### config.mk
export PLATFORM = sky130hd
export DESIGN_NAME = bcd_serial_addsub
export DESIGN_NICKNAME = d
export VERILOG_FILES = /design/src/rtl/bcd_serial_addsub_pkg.sv /design/src/rtl/bcd_digit_add.sv /design/src/rtl/bcd_serial_addsub.sv
export SDC_FILE = /design/constraint.sdc
export NUM_CORES = 1
export LEC_CHECK = 0
export BUFFER_PORTS_ARGS = -buffer_cell sky130_fd_sc_hd__buf_4
export CAP_MARGIN = 10
export CORE_MARGIN = 1
export CORE_UTILIZATION = 49
export DETAILED_ROUTE_END_ITERATION = 16
export GPL_TIMING_DRIVEN = 0
export HOLD_SLACK_MARGIN = 0.15
export PLACE_DENSITY = 0.81
export SLEW_MARGIN = 5
export SYNTH_ARGS = -nofsm -noshare
export SYNTH_HDL_FRONTEND = slang
export SYNTH_SLANG_ARGS = --single-unit
export TNS_END_PERCENT = 1
### constraint.sdc
create_clock -name clk -period 2.6 [get_ports clk]
set_clock_uncertainty 0.15 [all_clocks]
set_input_delay 0.26 -clock clk [delete_from_list [all_inputs] [get_ports clk]]
set_output_delay 0.26 -clock clk [all_outputs]
set_load 0.01 [all_outputs]
### src/rtl/bcd_serial_addsub_pkg.sv
// Shared encodings and helpers for the digit-serial BCD adder/subtractor.
package bcd_serial_addsub_pkg;

    localparam logic [1:0] ST_IDLE = 2'd0;
    localparam logic [1:0] ST_RUN  = 2'd1;
    localparam logic [1:0] ST_DONE = 2'd2;

    localparam int         DIGIT_W  = 4;
    localparam logic [3:0] BCD_MAX  = 4'd9;
    localparam logic [3:0] BCD_CORR = 4'd6;

    function automatic logic digit_bad(input logic [3:0] d);
        return d > BCD_MAX;
    endfunction

endpackage

### src/rtl/bcd_digit_add.sv
// One BCD digit of add or subtract (9's complement of b when sub), with +6 decimal correction.
module bcd_digit_add
    import bcd_serial_addsub_pkg::*;
(
    input  logic [3:0] a,
    input  logic [3:0] b,
    input  logic       cin,
    input  logic       sub,
    output logic [3:0] digit,
    output logic       cout
);

    logic [3:0] bb;
    logic [4:0] t;

    always_comb begin
        bb    = sub ? (BCD_MAX - b) : b;
        t     = {1'b0, a} + {1'b0, bb} + {4'b0000, cin};
        digit = t[3:0];
        cout  = 1'b0;
        if (t > {1'b0, BCD_MAX}) begin
            digit = t[3:0] + BCD_CORR;
            cout  = 1'b1;
        end
    end

endmodule

### src/rtl/bcd_serial_addsub.sv
// Digit-serial packed-BCD adder/subtractor: one digit per clock, LS digit first.
module bcd_serial_addsub
    import bcd_serial_addsub_pkg::*;
#(
    parameter int DIGITS = 4
) (
    input  logic                  clk,
    input  logic                  rst,
    input  logic                  start,
    input  logic                  op_sub,
    input  logic [4*DIGITS-1:0]   a,
    input  logic [4*DIGITS-1:0]   b,
    output logic                  busy,
    output logic                  done,
    output logic [4*DIGITS-1:0]   sum,
    output logic                  c_out,
    output logic                  err,
    output logic [1:0]            dbg_state
);

    localparam int W  = DIGIT_W * DIGITS;
    localparam int IW = (DIGITS > 1) ? $clog2(DIGITS) : 1;

    // Handshake: start is accepted only in IDLE (one edge); done pulses one
    // cycle when sum/c_out/err are valid; start outside IDLE is dropped.
    logic [1:0]    state;
    logic [W-1:0]  a_q;
    logic [W-1:0]  b_q;
    logic          sub_q;
    logic          carry;
    logic [IW-1:0] idx;
    logic          in_bad;
    logic [3:0]    digit;
    logic          dcout;

    always_comb begin
        in_bad = 1'b0;
        for (int i = 0; i < DIGITS; i++) begin
            if (digit_bad(a[4*i +: 4]) || digit_bad(b[4*i +: 4]))
                in_bad = 1'b1;
        end
    end

    // Operands shift right so the digit in flight is always at [3:0].
    bcd_digit_add u_digit (
        .a     (a_q[3:0]),
        .b     (b_q[3:0]),
        .cin   (carry),
        .sub   (sub_q),
        .digit (digit),
        .cout  (dcout)
    );

    always_ff @(posedge clk) begin
        if (rst) begin
            state <= ST_IDLE;
            a_q   <= '0;
            b_q   <= '0;
            sub_q <= 1'b0;
            carry <= 1'b0;
            idx   <= '0;
            busy  <= 1'b0;
            done  <= 1'b0;
            sum   <= '0;
            c_out <= 1'b0;
            err   <= 1'b0;
        end else begin
            case (state)
                ST_IDLE: begin
                    done <= 1'b0;
                    if (start) begin
                        a_q   <= a;
                        b_q   <= b;
                        sub_q <= op_sub;
                        carry <= op_sub;
                        idx   <= '0;
                        sum   <= '0;
                        c_out <= 1'b0;
                        if (in_bad) begin
                            err   <= 1'b1;
                            done  <= 1'b1;
                            state <= ST_DONE;
                        end else begin
                            err   <= 1'b0;
                            busy  <= 1'b1;
                            state <= ST_RUN;
                        end
                    end
                end
                ST_RUN: begin
                    for (int i = 0; i < DIGITS; i++) begin
                        if (idx == IW'(i))
                            sum[4*i +: 4] <= digit;
                    end
                    carry <= dcout;
                    a_q   <= a_q >> 4;
                    b_q   <= b_q >> 4;
                    idx   <= idx + 1'b1;
                    if (idx == IW'(DIGITS - 1)) begin
                        c_out <= dcout;
                        busy  <= 1'b0;
                        done  <= 1'b1;
                        state <= ST_DONE;
                    end
                end
                ST_DONE: begin
                    done  <= 1'b0;
                    state <= ST_IDLE;
                end
                default: begin
                    busy  <= 1'b0;
                    done  <= 1'b0;
                    state <= ST_IDLE;
                end
            endcase
        end
    end

    assign dbg_state = state;

endmodule
==> metrics.txt <==
Hold Vio Cnt, Final=0; RSZ-0062 raised after global routing=yes; sw frac=26.22%; clk root buf=clkbuf_8; Global Route met3 Usage=8.743%; layout cells sized above 1=between 20% and 30%; Max-Cap Viols=0; placed cells=between 400 and 500; initial core utilization=52.07%; clk sink count=just under 60; final worst slack=-0.2723 ns; placed cell areas=around 0.0032 mm²; Syn Inst Count=339; largest net degree at the start of global routing=11; CTS tree=built; DRC errors left=0; Max H-tree Level=3; largest delay contributor family on the critical path=adder cells; Int Power=between 1500 and 2000 µW; slowest stage delay, CP=0.55 ns; Worst Tran Pin Value=0.5826 ns; I/O pins=58; Worst Path Required=2.73 ns; CP Class=reg2reg; clock insertion delay at the later pin of the skew report=0.34 ns; Final Non-Filler Cells=526; Seq/Total Area, Yosys=42.84%; clock power share=40.3%; Crit path arrival time=about 3.0 ns; Post-Syn Nets=around 390; nets=498; Post-synth EDFFs=0; CP cell instances=xnor2_2 > fa_2 > inv_2 > fa_2 > inv_2 > ha_4 > a22o_4 > o31ai_4 > mux2_4 > o21ai_2; number of buffers and inverters on the critical path=2; synth cell count leaders=nand2_1, dfxtp_1, nor2_1; TritonRoute pass-1 iters=5; GRT Total Usage=between 30% and 40%; first-pass GRT wire length=13650 µm; Antenna Cells=0; failing checks=negative setup slack; Mean Syn Cell Area=7.994 µm²; Gate power share=19.6%; Avg WL per Cell=~16 µm; initial antenna violation count=0; TritonCTS Buffers=9; leak pwr=0.001674 µW; Most Used Layer, Global Route=met2; Synth area leaders=dfxtp_1, nand2_1, a311oi_1, nor2_1, ha_1; Critical Path Sink Type=flop; Max-slew headroom=60.80%; post-synthesis register bit count=58; vias post-DR=2997; Slowest-stage cell, CP=fa_2; Worst VDD drop=about 460 µV; vias in the first global route=2880; worst-path fanout max=4; Final ANT Viol Nets=0; Unique masters post-synth=36; Hold WC Path Type=reg2reg; pwr dens=598.6 mW/mm²; f_max=348.2 MHz; Final Setup Violations=10; design area=around 0.0040 mm²; placer congestion estimate=0.8392; M2 GR Usage=48.83%; P_sw=621.5 µW; maximum clock path buffer count=2; fin util=76.06%; Final Max Slew Viols=0; DIE AREA=0.005832 mm²; hpwl dp=5353 µm; synthesis-to-layout area growth=46.08%; vias per cell=5.698; overall die width=around 76 µm; die height=~76 µm; Post-synth ARST share=0%; clock slew seen by the registers of the worst setup and hold paths=0.07 ns; area share of the largest cell type after synthesis=a little over two fifths; Mapped Area=between 0.002 and 0.003 mm²; most used flip-flop cell after synthesis=dfxtp_1; Rows=26; drt first-iter violations=between 150 and 200; setup_tns=-1.966 ns; count leader, synth=nand2_1; period utilization=110.5%; part of the power in registers=between 40% and 50%; Port Buf Inserts=57; yosys warns=0; status=finished with violations; CP startpoint kind=flop; post-synth top area cell=dfxtp_1; wirelength, routed=~8400 µm; Final min period=2.872 ns; GRT overflow=0; met1 Resource Use GR=37.25%; core area=0.005205 mm²
-- repair_timing --
item / 4_1_cts / 5_1_grt
pin swaps: 12 / 9
endpoints found under the hold margin: 40 / 0
buffers inserted: 6 / 4
resized for setup: 19 / 9
hold buffers: 34 / 0
gates cloned: 0 / 0
endpoints found under the setup margin: 14 / 14
-- worst reg2reg max path, stage by stage, from the launching register on --
cell	delay [ns]
dfxtp_2	0.34
xnor2_2	0.17
fa_2	0.23
inv_2	0.05
fa_2	0.55
inv_2	0.06
ha_4	0.15
a22o_4	0.25
o31ai_4	0.32
mux2_4	0.38
o21ai_2	0.16
-- placed cells by master, fill, tap and decap left out, types with 2 or more instances in the layout --
| master | count |
|---|---|
| xnor2_2 | 3 |
| buf_4 | 67 |
| o211ai_1 | 3 |
| clkbuf_1 | 17 |
| nand2_1 | 71 |
| dfxtp_1 | 55 |
| nand3_1 | 17 |
| o21ai_0 | 16 |
| o21ai_1 | 5 |
| a21oi_1 | 18 |
| inv_1 | 7 |
| buf_1 | 3 |
| nand2b_1 | 2 |
| bufinv_16 | 2 |
| nand4_1 | 2 |
| nor3_1 | 3 |
| a311oi_1 | 24 |
| o41ai_2 | 3 |
| or2_2 | 2 |
| or3_1 | 4 |
| fa_2 | 2 |
| nor2_1 | 44 |
| clkbuf_8 | 11 |
| a21o_1 | 5 |
| buf_2 | 3 |
| ha_1 | 8 |
| inv_2 | 2 |
| dfxtp_4 | 2 |
| dlygate4sd3_1 | 34 |
-- power groups by stage --
| stage | combinational, µW | clock, µW | sequential [µW] |
|---|---|---|---|
| after CTS | 412 | 960 | 950 |
| after global placement | 306 | 0 | 970 |
| final | 464 | 954 | 951 |
| after detailed placement | 316 | 0 | 970 |
| after floorplan | 204 | 0 | 965 |
| after global routing | 500 | 1010 | 954 |
-- cells by family (layout without fill, tap and decap cells) --
kind of cell,count (synthesis),after routing,synth area share (%)
buf+inv,31,148,4.432
flops,58,58,42.84
mux,3,3,1.154
fa+ha+maj,11,11,5.633
compound gates,83,83,21.65
simple gates,149,149,22.99
xor+xnor,4,4,1.293
-- worst paths after layout --
kind / depth (start not counted) / slack (ns) / start / end
hold reg to reg: 2 / 0.31 / sum[10] / sum[10]
hold / removal: 2 / 0.31 / sum[10] / sum[10]
setup / recovery: 10 / -0.27 / b_q[0] / sum[14]
setup reg to reg: 10 / -0.27 / b_q[0] / sum[14]
-- state kept, by name, summed over array words and instances, names as in the netlist, 2 cells and up --
name / flops
a_q: 16
b_q: 16
dbg_state: 2
idx: 2
sum: 16
-- metal layers --
metal	share of wire, %	vias up	routed length, µm
li1	-	1407	-
met1	41	1407	3423
met2	48	149	4043
met3	7.9	34	663
met4	3.1	0	257
met5	0	-	0
-- metrics by stage --
stage	power, µW	setup slack, ns	hold slack [ns]
3_3_place_gp	1276	-0.4530	0.2944
2_1_floorplan	1169	-0.2261	0.2460
5_1_grt	2462	-0.3448	0.3258
3_5_place_dp	1285	-0.5439	0.2996
4_1_cts	2322	-0.3202	0.3137
6_report	2370	-0.2723	0.3119
-- final cells by class --
cell class,instances,area [µm²]
Buffer,22,86.33
Clock buffer,12,155.1
Clock inverter,4,73.82
Fill cell,394,1246
Inverter,9,33.78
Multi-Input combinational cell,250,1509
Sequential cell,58,1170
Tap cell,70,87.58
Timing Repair Buffer,101,843.3
No activity file was read; power rests on OpenSTA's default activity.
